**src/rtl/mem_pkg.sv**
```systemverilog
// Shared definitions for the memory arbiter family: FSM encodings and default widths.
package mem_pkg;
  localparam int MEM_BITS_DEF   = 5;
  localparam int DATA_WIDTH_DEF = 32;

  typedef enum logic [3:0] {
    IDLE  = 4'd0,
    ISSUE = 4'd1,
    WAIT  = 4'd2,
    RESP  = 4'd3
  } mem_state_e;
endpackage

```
**src/rtl/rr_arb2.sv**
```systemverilog
// Two-way round-robin grant: one-hot or zero, the requester not granted last wins a tie.
module rr_arb2 (
  input  logic [1:0] req,
  input  logic       last,
  output logic [1:0] grant
);
  always_comb begin
    grant = 2'b00;
    case (req)
      2'b01:   grant = 2'b01;
      2'b10:   grant = 2'b10;
      2'b11:   grant = last ? 2'b01 : 2'b10;
      default: grant = 2'b00;
    endcase
  end
endmodule

```
**src/rtl/mem_arbiter.sv**
```systemverilog
// Serialises two requesters onto one memory port: latch, issue a one-cycle strobe,
// wait for mem_ready, then return a one-cycle ack to the granted requester.
module mem_arbiter
  import mem_pkg::*;
#(
  parameter int MEMORY_BITS = MEM_BITS_DEF,
  parameter int DATA_WIDTH  = DATA_WIDTH_DEF
) (
  input  logic                   clk,
  input  logic                   reset,
  input  logic                   req_0,
  input  logic                   we_0,
  input  logic [MEMORY_BITS-1:0] addr_0,
  input  logic [DATA_WIDTH-1:0]  wdata_0,
  output logic                   ack_0,
  output logic [DATA_WIDTH-1:0]  rdata_0,
  input  logic                   req_1,
  input  logic                   we_1,
  input  logic [MEMORY_BITS-1:0] addr_1,
  input  logic [DATA_WIDTH-1:0]  wdata_1,
  output logic                   ack_1,
  output logic [DATA_WIDTH-1:0]  rdata_1,
  output logic [MEMORY_BITS-1:0] fulladdress,
  output logic                   read_signal,
  output logic                   write_signal,
  output logic [DATA_WIDTH-1:0]  out_write,
  input  logic [DATA_WIDTH-1:0]  out_read,
  input  logic                   mem_ready,
  output logic [3:0]             state
);
  mem_state_e             state_q, state_d;
  logic [1:0]             req_vec, grant;
  logic                   gnt_q;
  logic                   we_q;
  logic [MEMORY_BITS-1:0] addr_q;
  logic [DATA_WIDTH-1:0]  wdata_q, rdata0_q, rdata1_q;
  logic                   latch_en, rd_done;

  assign req_vec = {req_1, req_0};

  // gnt_q doubles as the last-grant memory for round-robin
  rr_arb2 u_arb (
    .req   (req_vec),
    .last  (gnt_q),
    .grant (grant)
  );

  always_comb begin
    state_d  = state_q;
    latch_en = 1'b0;
    case (state_q)
      IDLE: begin
        if (|grant) begin
          latch_en = 1'b1;
          state_d  = ISSUE;
        end
      end
      ISSUE:   state_d = WAIT;
      WAIT:    if (mem_ready) state_d = RESP;
      RESP:    state_d = IDLE;
      default: state_d = IDLE;
    endcase
  end

  assign rd_done = (state_q == WAIT) && mem_ready && !we_q;

  always_ff @(posedge clk or posedge reset) begin
    if (reset) begin
      state_q  <= IDLE;
      gnt_q    <= 1'b1;
      we_q     <= 1'b0;
      addr_q   <= '0;
      wdata_q  <= '0;
      rdata0_q <= '0;
      rdata1_q <= '0;
    end else begin
      state_q <= state_d;
      if (latch_en) begin
        gnt_q   <= grant[1];
        we_q    <= grant[1] ? we_1    : we_0;
        addr_q  <= grant[1] ? addr_1  : addr_0;
        wdata_q <= grant[1] ? wdata_1 : wdata_0;
      end
      if (rd_done) begin
        if (gnt_q) rdata1_q <= out_read;
        else       rdata0_q <= out_read;
      end
    end
  end

  assign state        = state_q;
  assign fulladdress  = addr_q;
  assign out_write    = wdata_q;
  assign read_signal  = (state_q == ISSUE) && !we_q;
  assign write_signal = (state_q == ISSUE) && we_q;
  assign ack_0        = (state_q == RESP) && !gnt_q;
  assign ack_1        = (state_q == RESP) && gnt_q;
  assign rdata_0      = rdata0_q;
  assign rdata_1      = rdata1_q;
endmodule

```
**config.mk**
```make
export PLATFORM = sky130hd
export DESIGN_NAME = mem_arbiter
export DESIGN_NICKNAME = d
export VERILOG_FILES = /design/src/rtl/mem_pkg.sv /design/src/rtl/rr_arb2.sv /design/src/rtl/mem_arbiter.sv
export SDC_FILE = /design/constraint.sdc
export NUM_CORES = 1
export LEC_CHECK = 0
export ABC_AREA = 1
export CAP_MARGIN = 20
export CORE_ASPECT_RATIO = 2
export CORE_MARGIN = 1
export CORE_UTILIZATION = 45
export CTS_CLUSTER_SIZE = 40
export DETAILED_ROUTE_END_ITERATION = 6
export PLACE_DENSITY = 0.85
export REMOVE_ABC_BUFFERS = 1
export SYNTH_ARGS = -nofsm -noshare
export SYNTH_HDL_FRONTEND = slang
export SYNTH_HIERARCHICAL = 1
export SYNTH_SLANG_ARGS = --single-unit
```
**constraint.sdc**
```tcl
create_clock -name clk -period 6.5 [get_ports clk]
set_input_delay 1.3 -clock clk [delete_from_list [all_inputs] [get_ports clk]]
set_output_delay 1.3 -clock clk [all_outputs]
set_load 0.005 [all_outputs]
```
Yosys cells after proc, flatten, opt, wreduce, memory -nomap -nowiden

Cells that the tools add are included.
W data, S select, Z words.

Register bits: 107
Bits of input ports: 113
Output and inout bits: 109
Word-level logic and storage cells: 39

Eq/ne operators: 8
Multiplexer cells: 10
Bitwise operators: 1
Reduce and logical (&&, ||, !) cells: 13

Operator list:

| kind                 | count |
|---|---|
| $mux W32             | 1 |
| $pmux W4 S3          | 1 |
| $eq A4 B2 Y1 const B | 2 |
| $mux W4              | 2 |
| $logic_and A1 B1 Y1  | 6 |
| $pmux W2 S3          | 1 |
| $reduce_and A2 Y1    | 3 |
| $mux W5              | 1 |
| $eq A2 B2 Y1 const B | 2 |
| $eq A4 B1 Y1 const B | 1 |
| $logic_not A4 Y1     | 1 |
| $ne A2 B2 Y1 const B | 2 |
| $mux W1              | 3 |
| $eq A2 B1 Y1 const B | 1 |
| $logic_not A1 Y1     | 2 |
| $mux W2              | 1 |
| $reduce_or A2 Y1     | 1 |
| $not A1 Y1           | 1 |

Depth between registers and ports, before layout

Word-level depth: 5
Gate-level depth with buffers: 10
Mapped depth without buffers: 8

Cells and area by module

Netlist, hierarchy kept.

By module, submodules not included:

| module      | times used | cells each | area an instance (sq um) | sequential area each (sq um) |
|---|---|---|---|---|
| mem_arbiter | 1          | 603        | 4854.7                   | 2628.8 |
| rr_arb2     | 1          | 5          | 21.3                     | 0.0 |

Worst setup path after synthesis

No wires, ideal clock.

Kind: register -> output
From: reg gnt_q
To: out ack_1
Arrival: 885 ps
Required time: 5200 ps
Setup slack: 4315 ps
Cell stages (with the launch flop): 5
Path buffers: 2
Cells stage by stage: dfstp_2 -> buf_4 -> buf_6 -> nand2_1 -> inv_1

Word-level cells in the longest chain between the ends: 1

Ends and longest elaborated chain:

| element                | line              | text |
|---|---|---|
| from (decl)            | mem_arbiter.sv:33 | `logic gnt_q;` |
| from (signal assigned) | mem_arbiter.sv:79 | `gnt_q <= grant[1];` |
| $logic_and A1 B1 Y1    | mem_arbiter.sv:97 | `assign ack_1 = (state_q == RESP) && gnt_q;` |
| to (decl)              | mem_arbiter.sv:21 | `output logic ack_1,` |

No other way between the ends.

Worst setup path in the final report

Same ends and word-level chain as after synthesis.

==> results.yml <==
outcome:
  outcome: "completed"
cells_and_area:
  nets: 923
  layout_commonest_cell: "nand2_1"
  final_cell_mix: "371 x nand2_1, 219 x clkdlybuf4s50_1, 104 x dfrtp_1"
  drive_gt1_share_pct: 3.83
  n_antenna_cell: 0
  fillers: 844
  area_delta_synth_final_pct: 48.4
job:
  cap_violations: 0
global_route:
  grt_pass1_wl_um: 20200
  grt_max_degree: 67
  antenna_found_initial: 0
  grt.overflow.total: 0
  grt_pass1_vias: 4584
  grt_usage_pct: 23.2
synth:
  synth-seq-cells: 105
  synth.cell_area_um2: 4880
  yosysWarnings: 6
  avgSynthCellArea_um2: 8.02
  yosysSeqAreaShare_pct: 53.9
  syn_inst: 608
  yosys.cell_types.count: 21
detailed_routing:
  dr_total_vias: 4625
  ant_nets: 0
  dr.pass1.iters: 4
  remaining_drc_errors: 0
  via_per_inst: 4.88
  drt_wl_total_um: 12700
  routedWlPerCell_um: 13.4
  drt-initial-drc-count: 272
clocking:
  cts_buffers: 9
  cts_max_path_buffers: 2
  cts.reportedPaths.clkPinSlew_ns: 0.07
  cts_setup_buffers: 0
  root_buffer: "clkbuf_16"
  clock_latency_ns: 0.34
  cts.sinks: 105
  cts_resized: 0
  ctsHoldBuffers: 0
  htreeDepth: 3
  cts_tree: "yes"
floorplanning:
  die_w_um: 75.6
  io_pins: 222
  initial_core_util_pct: 46.2
  num_rows: 53
  dieHeight_um: 149
  core_um2: 10500
  die-area_um2: 11300
placement:
  gp_congestion: 0.814
  portBuffers: 219
  post-dp-hpwl_um: 9510
  pre_cts_ws_ns: 2.75
timing:
  layout_setup_ws_ns: 3.15
  drv_slew: 0
  fmax_mhz: 299
  hold_viol: 0
  max_slew_margin_pct: 31.9
  fin_skew_ns: 0.0120
  grt_setup_unrepaired: "false"
  min_period_over_period_pct: 51.5
  setup_viol: 0
  worst_slew_pin_slew_ns: 1.02
  fin_crit_ns: 3.35
  tns_ns: 0
power_and_ir_drop:
  total_power_mw: 3.01
  p_leak_nw: 3.66
  irDropWorstVdd_v: 0.000181
  p_per_area_nw_per_um2: 416
  pwr-share-seq_pct: 39.1
  intPower_mw: 1.96
  p_sw_mw: 1.05
  combPwrFrac_pct: 44.1
  power_frac_clock_pct: 16.8
  p_sw_share_pct: 34.9
setup_path:
  startpoint_type: "flop"
  path_class: "flop to output pin"
  crit_fanout: 38
  cp.required_ns: 5.20
  critPathCaptureType: "output pin"
  crit_arrival_ns: 2.05
min_path:
  hold_class: "flop to flop"
-- synthesized netlist by cell type --
library cell	number	share of area [%]
buf_12	6	2.5
o21ai_2	1	0.18
a21oi_1	1	0.10
inv_2	2	0.15
nand2_1	371	29
nand3_1	67	6.9
clkbuf_1	1	0.077
buf_4	9	1.4
nor2_1	2	0.15
dfrtp_1	104	53
or2_2	1	0.13
conb_1	1	0.077
o21ai_0	1	0.10
clkbuf_8	1	0.28
inv_1	10	0.77
dfstp_2	1	0.54
buf_2	11	1.1
buf_6	7	1.6
clkbuf_4	4	0.62
nor2_2	3	0.38
ha_1	4	1.0
-- registers in the layout (all words and copies together), names as in the netlist --
register     count
out_write       32
rdata_0         32
rdata_1         32
fulladdress      5
state            2
gnt_q            1
we_q             1
-- per-stage QoR --
step | cells | hold WS [ns] | instance area (um^2) | util [%]
finish | 947 | 0.475 | 7230 | 68.6
global route | 947 | 0.489 | 7230 | 68.6
CTS | 946 | 0.474 | 7210 | 68.4
detailed placement | 931 | 0.457 | 6930 | 65.7
global placement | 931 | 0.454 | 6930 | 65.7
floorplan | 570 | 0.465 | 4510 | -
-- path summary, 6_finish.rpt --
kind | start | endpoint | slack [ns] | cells past startpoint
min | rdata_0[6]$_DFFE_PP0P_ | rdata_0[6]$_DFFE_PP0P_ | 0.47 | 2
max | gnt_q$_DFFE_PP1P_ | ack_1 | 3.15 | 3
min reg2reg | rdata_0[6]$_DFFE_PP0P_ | rdata_0[6]$_DFFE_PP0P_ | 0.47 | 2
max reg2reg | gnt_q$_DFFE_PP1P_ | rdata_0[9]$_DFFE_PP0P_ | 3.81 | 4
max in group asynchronous | reset | rdata_1[11]$_DFFE_PP0P_ | 3.98 | 3
min in group asynchronous | reset | out_write[16]$_DFFE_PP0P_ | 1.35 | 2
-- logic make-up (layout without fill, tap and decap cells) --
group	after synthesis	in the layout	synth area share, %
AO/OA/AOI/OAI	3	3	0.385
flip-flops	105	105	53.9
adder cells (fa/ha/maj)	4	4	1.03
other	1	2	0.0769
AND/OR/NAND/NOR	444	444	36.1
buffers and inverters	51	252	8.49
-- power groups by stage --
stage | Sequential [mW] | Combinational (mW) | Clock, mW
after CTS | 1.17 | 1.34 | 0.514
final | 1.18 | 1.33 | 0.506
after global placement | 1.17 | 1.29 | 0
after global routing | 1.21 | 1.49 | 0.538
after detailed placement | 1.18 | 1.34 | 0
after floorplan | 1.16 | 0.485 | 0
-- metal layers --
metal / vias to the layer above / share of wire, % / track usage, %
met5: - / 0 / 0
met4: 0 / 2.6 / 10.7
met3: 25 / 6.8 / 6.01
met2: 211 / 55 / 41.9
met1: 2138 / 35 / 23.9
li1: 2251 / - / -
-- critical path: stages, from the launching register on --
cell and delay (ns):
dfstp_2 1.03, nand2_1 0.11, inv_1 0.08, clkdlybuf4s50_1 0.49
-- layout make-up --
type | count | area, um^2 | share of cell area, %
clock buffers | 9 | 225 | 3.11
multi-input cells | 453 | 1850 | 25.6
well taps | 137 | 171 | 2.37
clock inverters | 6 | 51.3 | 0.709
repair buffers | 225 | 2260 | 31.2
inverters | 12 | 47.5 | 0.657
flip-flops and latches | 105 | 2630 | 36.3
Power figures use the tool's default switching activity.
